**config.mk**
```make
export PLATFORM = sky130hd
export DESIGN_NAME = seg7_scan_driver_flat
export DESIGN_NICKNAME = d
export VERILOG_FILES = /design/src/rtl/seg7_scan_driver_if.sv /design/src/rtl/seg7_scan_driver.sv /design/src/flat_wrapper.sv
export SDC_FILE = /design/constraint.sdc
export NUM_CORES = 1
export LEC_CHECK = 0
export ABC_AREA = 1
export ABC_CLOCK_PERIOD_IN_PS = 2150
export BUFFER_PORTS_ARGS = -buffer_cell sky130_fd_sc_hd__clkbuf_2
export CORE_MARGIN = 1
export CORE_UTILIZATION = 45
export CTS_CLUSTER_DIAMETER = 120
export DETAILED_ROUTE_END_ITERATION = 12
export GPL_TIMING_DRIVEN = 0
export PLACE_DENSITY_LB_ADDON = 0.08
export RECOVER_POWER = 50
export SLEW_MARGIN = 40
export SYNTH_ARGS = -nofsm -noshare
export SYNTH_HDL_FRONTEND = slang
export SYNTH_SLANG_ARGS = --single-unit
```
**constraint.sdc**
```tcl
create_clock -name CLK -period 2.15 [get_ports CLK]
set_clock_uncertainty 0.1 [all_clocks]
set_input_delay 0.1075 -clock CLK [delete_from_list [all_inputs] [get_ports CLK]]
set_output_delay 0.1075 -clock CLK [all_outputs]
set_load 0.005 [all_outputs]
```
**src/rtl/seg7_scan_driver_if.sv**
```systemverilog
// Bus between the 7-segment scan driver and its digit multiplexer / display pins.
// The master side drives ENABLE and DIGIT_IN; the slave (driver) returns select, anodes and segments.
interface seg7_scan_driver_if;
   logic       ENABLE;
   logic [4:0] DIGIT_IN;
   logic [1:0] DIGIT_SEL_OUT;
   logic [3:0] SEG_SELECT_OUT;
   logic [7:0] HEX_OUT;

   modport master (
      output ENABLE,
      output DIGIT_IN,
      input  DIGIT_SEL_OUT,
      input  SEG_SELECT_OUT,
      input  HEX_OUT
   );

   modport slave (
      input  ENABLE,
      input  DIGIT_IN,
      output DIGIT_SEL_OUT,
      output SEG_SELECT_OUT,
      output HEX_OUT
   );
endinterface

```
**src/rtl/seg7_scan_driver.sv**
```systemverilog
// Four-digit multiplexed 7-segment scan driver with registered, active-low anode/segment outputs.
// Defining SEG7_GHOST_BLANK_EN adds BLANK_CYCLES of anode-off time at the start of each digit slot.
module seg7_scan_driver #(
   parameter int unsigned SCAN_DIV     = 100000,
   parameter int unsigned BLANK_CYCLES = 1000
) (
   input  logic              CLK,
   input  logic              RESET,
   seg7_scan_driver_if.slave bus
);
   localparam int unsigned     CW   = (SCAN_DIV > 2) ? $clog2(SCAN_DIV) : 1;
   localparam logic [CW-1:0]   LAST = CW'(SCAN_DIV - 1);

   localparam logic [0:0] ST_SCAN  = 1'b0;
   localparam logic [0:0] ST_BLANK = 1'b1;

`ifdef SEG7_GHOST_BLANK_EN
   localparam bit            HAS_BLANK  = (BLANK_CYCLES > 0);
   localparam logic [CW-1:0] BLANK_LAST = CW'((BLANK_CYCLES > 0) ? BLANK_CYCLES - 1 : 0);
`endif

   logic [CW-1:0] cnt;
   logic [1:0]    sel;
   logic [0:0]    state;
   logic [0:0]    state_nxt;
   logic [3:0]    seg;
   logic [7:0]    hex;
   logic          tick;
   logic [6:0]    dec;
   logic [3:0]    anode;

   always_comb begin
      tick = bus.ENABLE && (cnt == LAST);
   end

   always_comb begin
      anode = ~(4'b0001 << sel);
   end

   // Segment patterns, gfedcba, active low.
   always_comb begin
      dec = 7'h7F;
      case (bus.DIGIT_IN[3:0])
         4'h0: dec = 7'h40;
         4'h1: dec = 7'h79;
         4'h2: dec = 7'h24;
         4'h3: dec = 7'h30;
         4'h4: dec = 7'h19;
         4'h5: dec = 7'h12;
         4'h6: dec = 7'h02;
         4'h7: dec = 7'h78;
         4'h8: dec = 7'h00;
         4'h9: dec = 7'h10;
         4'hA: dec = 7'h08;
         4'hB: dec = 7'h03;
         4'hC: dec = 7'h46;
         4'hD: dec = 7'h21;
         4'hE: dec = 7'h06;
         4'hF: dec = 7'h0E;
         default: dec = 7'h7F;
      endcase
   end

   always_comb begin
      state_nxt = state;
`ifdef SEG7_GHOST_BLANK_EN
      if (bus.ENABLE) begin
         if (state == ST_SCAN && tick && HAS_BLANK) begin
            state_nxt = ST_BLANK;
         end else if (state == ST_BLANK && cnt == BLANK_LAST) begin
            state_nxt = ST_SCAN;
         end
      end
`else
      state_nxt = ST_SCAN;
`endif
   end

   // Anodes follow the next state so the blank window lines up with the slot's first
   // prescaler counts; in SCAN they show the digit selected during the sampled cycle.
   always_ff @(posedge CLK) begin
      if (RESET) begin
         cnt   <= '0;
         sel   <= '0;
         state <= ST_SCAN;
         seg   <= '1;
         hex   <= '1;
      end else begin
         hex   <= {~bus.DIGIT_IN[4], dec};
         state <= state_nxt;
         if (bus.ENABLE) begin
            cnt <= tick ? '0 : cnt + CW'(1);
            if (tick) begin
               sel <= sel + 2'd1;
            end
            seg <= (state_nxt == ST_BLANK) ? '1 : anode;
         end else begin
            seg <= '1;
         end
      end
   end

   assign bus.DIGIT_SEL_OUT  = sel;
   assign bus.SEG_SELECT_OUT = seg;
   assign bus.HEX_OUT        = hex;

   param_ok: assert property (@(posedge CLK) (SCAN_DIV >= 2) && (BLANK_CYCLES < SCAN_DIV));

   anode_onehot: assert property (@(posedge CLK) disable iff (RESET)
      $onehot0(~bus.SEG_SELECT_OUT));
endmodule

```
**src/flat_wrapper.sv**
```systemverilog
// flat-port wrapper written by rule: the top's interface ports become plain ports
module seg7_scan_driver_flat 
#(
   parameter int unsigned SCAN_DIV     = 100000,
   parameter int unsigned BLANK_CYCLES = 1000
)
  (CLK, RESET, bus_ENABLE, bus_DIGIT_IN, bus_DIGIT_SEL_OUT, bus_SEG_SELECT_OUT, bus_HEX_OUT);
  seg7_scan_driver_if bus_i ();
  input  logic CLK;
  input  logic RESET;
  input wire logic [$bits(bus_i.ENABLE)-1:0] bus_ENABLE;
  input wire logic [$bits(bus_i.DIGIT_IN)-1:0] bus_DIGIT_IN;
  output wire logic [$bits(bus_i.DIGIT_SEL_OUT)-1:0] bus_DIGIT_SEL_OUT;
  output wire logic [$bits(bus_i.SEG_SELECT_OUT)-1:0] bus_SEG_SELECT_OUT;
  output wire logic [$bits(bus_i.HEX_OUT)-1:0] bus_HEX_OUT;
  assign bus_i.ENABLE = bus_ENABLE;
  assign bus_i.DIGIT_IN = bus_DIGIT_IN;
  assign bus_DIGIT_SEL_OUT = bus_i.DIGIT_SEL_OUT;
  assign bus_SEG_SELECT_OUT = bus_i.SEG_SELECT_OUT;
  assign bus_HEX_OUT = bus_i.HEX_OUT;
  seg7_scan_driver #(.SCAN_DIV(SCAN_DIV), .BLANK_CYCLES(BLANK_CYCLES)) u_core (.CLK(CLK), .RESET(RESET), .bus(bus_i));
endmodule
```
==> flow_summary.toml <==
[run_status]
status = "complete, no violations"

[timing]
finalSetupViolCount = 0
layout_min_cycle_time_ns = 1.76
worst_slew_pin_slew_ns = 0.486
report.final.slew_viol_count = 0
rsz0062_at_grt = "no"
slew_headroom = 0.676
fin_crit_sh = 0.819
fmax_mhz = 568
whs_ns = 0.0533
tns_ns = 0
finalHoldViolCount = 0

[die]
dieArea_sq_um = 3770
coreArea_sq_um = 3360
die_w_um = 61.4
fp-row-count = 21
die_h_um = 61.4
start_util = 0.472
io_pins = 22

[grt]
overflow = 0
first_global_vias = 1300
antenna_found_initial = 0
grt_use_total = 0.211
grt_pass1_wl_mm = 5.58
grt_max_degree = 11

[final_layout]
final_layout_size_suffix_gt1_frac = 0.110
num-nets-final = 272
finalNonFillerCells = 300
final_util = 0.557
diodes = 0
area_growth_pct = 18.1

[cts]
cts_tree = "done"
clock_path_buffers = 2
numCtsBuffers = 5
clk_pin_slew_worst_paths_ns = 0.10
ctsHtreeMaxLevel = 2
cts_resized = 0
clock_latency_ns = 0.34
cts_sinks = 31
cts_root_buf = "clkbuf_4"

[yosys]
synth_cell_types = 27
syn_avg_cell_area_sq_um = 7.18
ys.warnings.count = 0
seq_area_frac_synth = 0.391
yosysMostFrequentCell = "nand2_1"
synth_async_sr_flop_share = 0
synth_common_cells = "nand2_1, nor2_1, dfxtp_1, inv_1, nand3_1"
synth_ff_type = "dfxtp_1"
yosys_register_bits = 31
postSynthCellCount = 221
synth_top_area_frac = 0.391
syn-cell-area_sq_um = 1590
synth_edf_count = 0
synth_area_leaders = "dfxtp_1, nand2_1, nor2_1"
synth_top_cell_by_area = "dfxtp_1"
synth_nets = 240

[job]
maxCapViolations = 0

[critical_path]
crit_fanout = 10
worst-setup-path-type = "primary input to flop"
slowest_delay_ns = 0.52
r2r_slack_ns = 0.56
worstPathRequired_ns = 2.29
crit_arrival_ns = 1.90
endpoint_kind = "flop"
crit_chain = "dlygate4sd3_1 -> clkbuf_1 -> clkinv_1 -> clkbuf_1 -> nand3_1 -> nand2_1"
cp_common_cell = "clkbuf_1"
cpMaxStageDelayCell = "dlygate4sd3_1"
critical-path-top-delay-family = "buffers and inverters"
path_buf_inv = 4
worstSetupStartpointType = "primary input"

[power_and_ir_drop]
power_density_nw_per_um2 = 669
p_leak_nw = 0.800
vdd_drop_max_mv = 0.312

[routing]
routed-via-count = 1451
drtPass1Iterations = 4
drc = 0
drt_iter0_drc = 55
wl_mm = 3.38
antenna_left = 0
drt-wirelength-per-cell_um = 11.3
viasPerCell = 4.84

[placement]
gp_congestion = 0.805
post-place-cells = 288
portBuffers = 21
place_hpwl_mm = 2.46

[hold_path]
hp-class = "primary input to flop"
[tightest hold or removal path: cells and delay by family]
kind	cells	cell delay, ns
buf+inv	1	0.13
compound gates	2	0.22
[state kept, by name, summed over array words and instances (netlist names)]
register                   flops
u_core.bus.HEX_OUT             8
u_core.cnt                    17
u_core.bus.SEG_SELECT_OUT      4
u_core.bus.DIGIT_SEL_OUT       2
[path summary, 6_finish.rpt]
kind | startpoint | end | depth (start not counted)
min reg2reg | u_core.cnt[1] | u_core.cnt[1] | 2
max reg2reg | u_core.cnt[0] | u_core.cnt[0] | 7
max | RESET | u_core.cnt[1] | 6
min | bus_DIGIT_IN[1] | u_core.bus.HEX_OUT[1] | 3
[metrics by stage]
stage / setup slack [ns] / power, W / cell area [sq um]
final: 0.389 / 0.00125 / 1870
after global routing: 0.262 / 0.00131 / 1870
after CTS: 0.548 / 0.00127 / 1890
after detailed placement: 0.569 / 0.000693 / 1750
after global placement: 0.584 / 0.000692 / 1750
after floorplan: 0.759 / 0.000654 / 1590
[layer usage]
metal / wire (um) / vias to the layer above / global-route usage
met3: 145 / 4 / 0.0756
met1: 1610 / 643 / 0.253
met2: 1570 / 27 / 0.340
met5: 0 / - / 0
li1: - / 777 / -
met4: 55 / 0 / 0.0984
[layout by cell type (no fill, tap or decap), types with 2 or more instances in the layout]
| cell | netlist | final |
|---|---|---|
| clkbuf_2 | 0 | 12 |
| o21ai_0 | 9 | 9 |
| xor2_1 | 4 | 4 |
| ha_1 | 11 | 11 |
| dlygate4sd3_1 | 0 | 4 |
| nand4_1 | 6 | 6 |
| nor3_1 | 2 | 2 |
| clkbuf_4 | 0 | 5 |
| inv_1 | 27 | 27 |
| nand3_2 | 3 | 2 |
| bufinv_16 | 0 | 2 |
| nand3_1 | 22 | 23 |
| nor2_1 | 38 | 38 |
| o311ai_0 | 2 | 2 |
| nand2_1 | 46 | 46 |
| dfxtp_1 | 31 | 31 |
| clkbuf_1 | 2 | 12 |
| a21oi_1 | 5 | 5 |
[area by class of cell]
cell class / count / area (sq um)
sequential: 31 / 621
fill: 376 / 1490
clock inverter: 2 / 60.1
timing repair buffer: 25 / 134
multi-input combinational: 158 / 833
tap: 46 / 57.6
clock buffer: 6 / 41.3
inverter: 29 / 109
buffer: 3 / 18.8
[power by group]
part	total, W	switching (W)	internal [W]
Sequential	0.000597	0.00000686	0.000590
Combinational	0.0000844	0.0000510	0.0000334
Clock	0.000573	0.000210	0.000363
[kinds of logic after synthesis]
kind of cell,after synthesis,share of synthesized area
AO/OA/AOI/OAI,20,0.0726
XOR/XNOR,4,0.0221
adder cells (fa/ha/maj),11,0.0867
buffers and inverters,32,0.0804
flip-flops,31,0.391
AND/OR/NAND/NOR,123,0.347
[what timing repair did]
| action | 4_1_cts | 5_1_grt |
|---|---|---|
| setup buffers | 0 | 0 |
| hold buffers | 4 | 0 |
| hold endpoints to repair | 6 | 0 |
No activity file was read; power rests on OpenSTA's default activity.
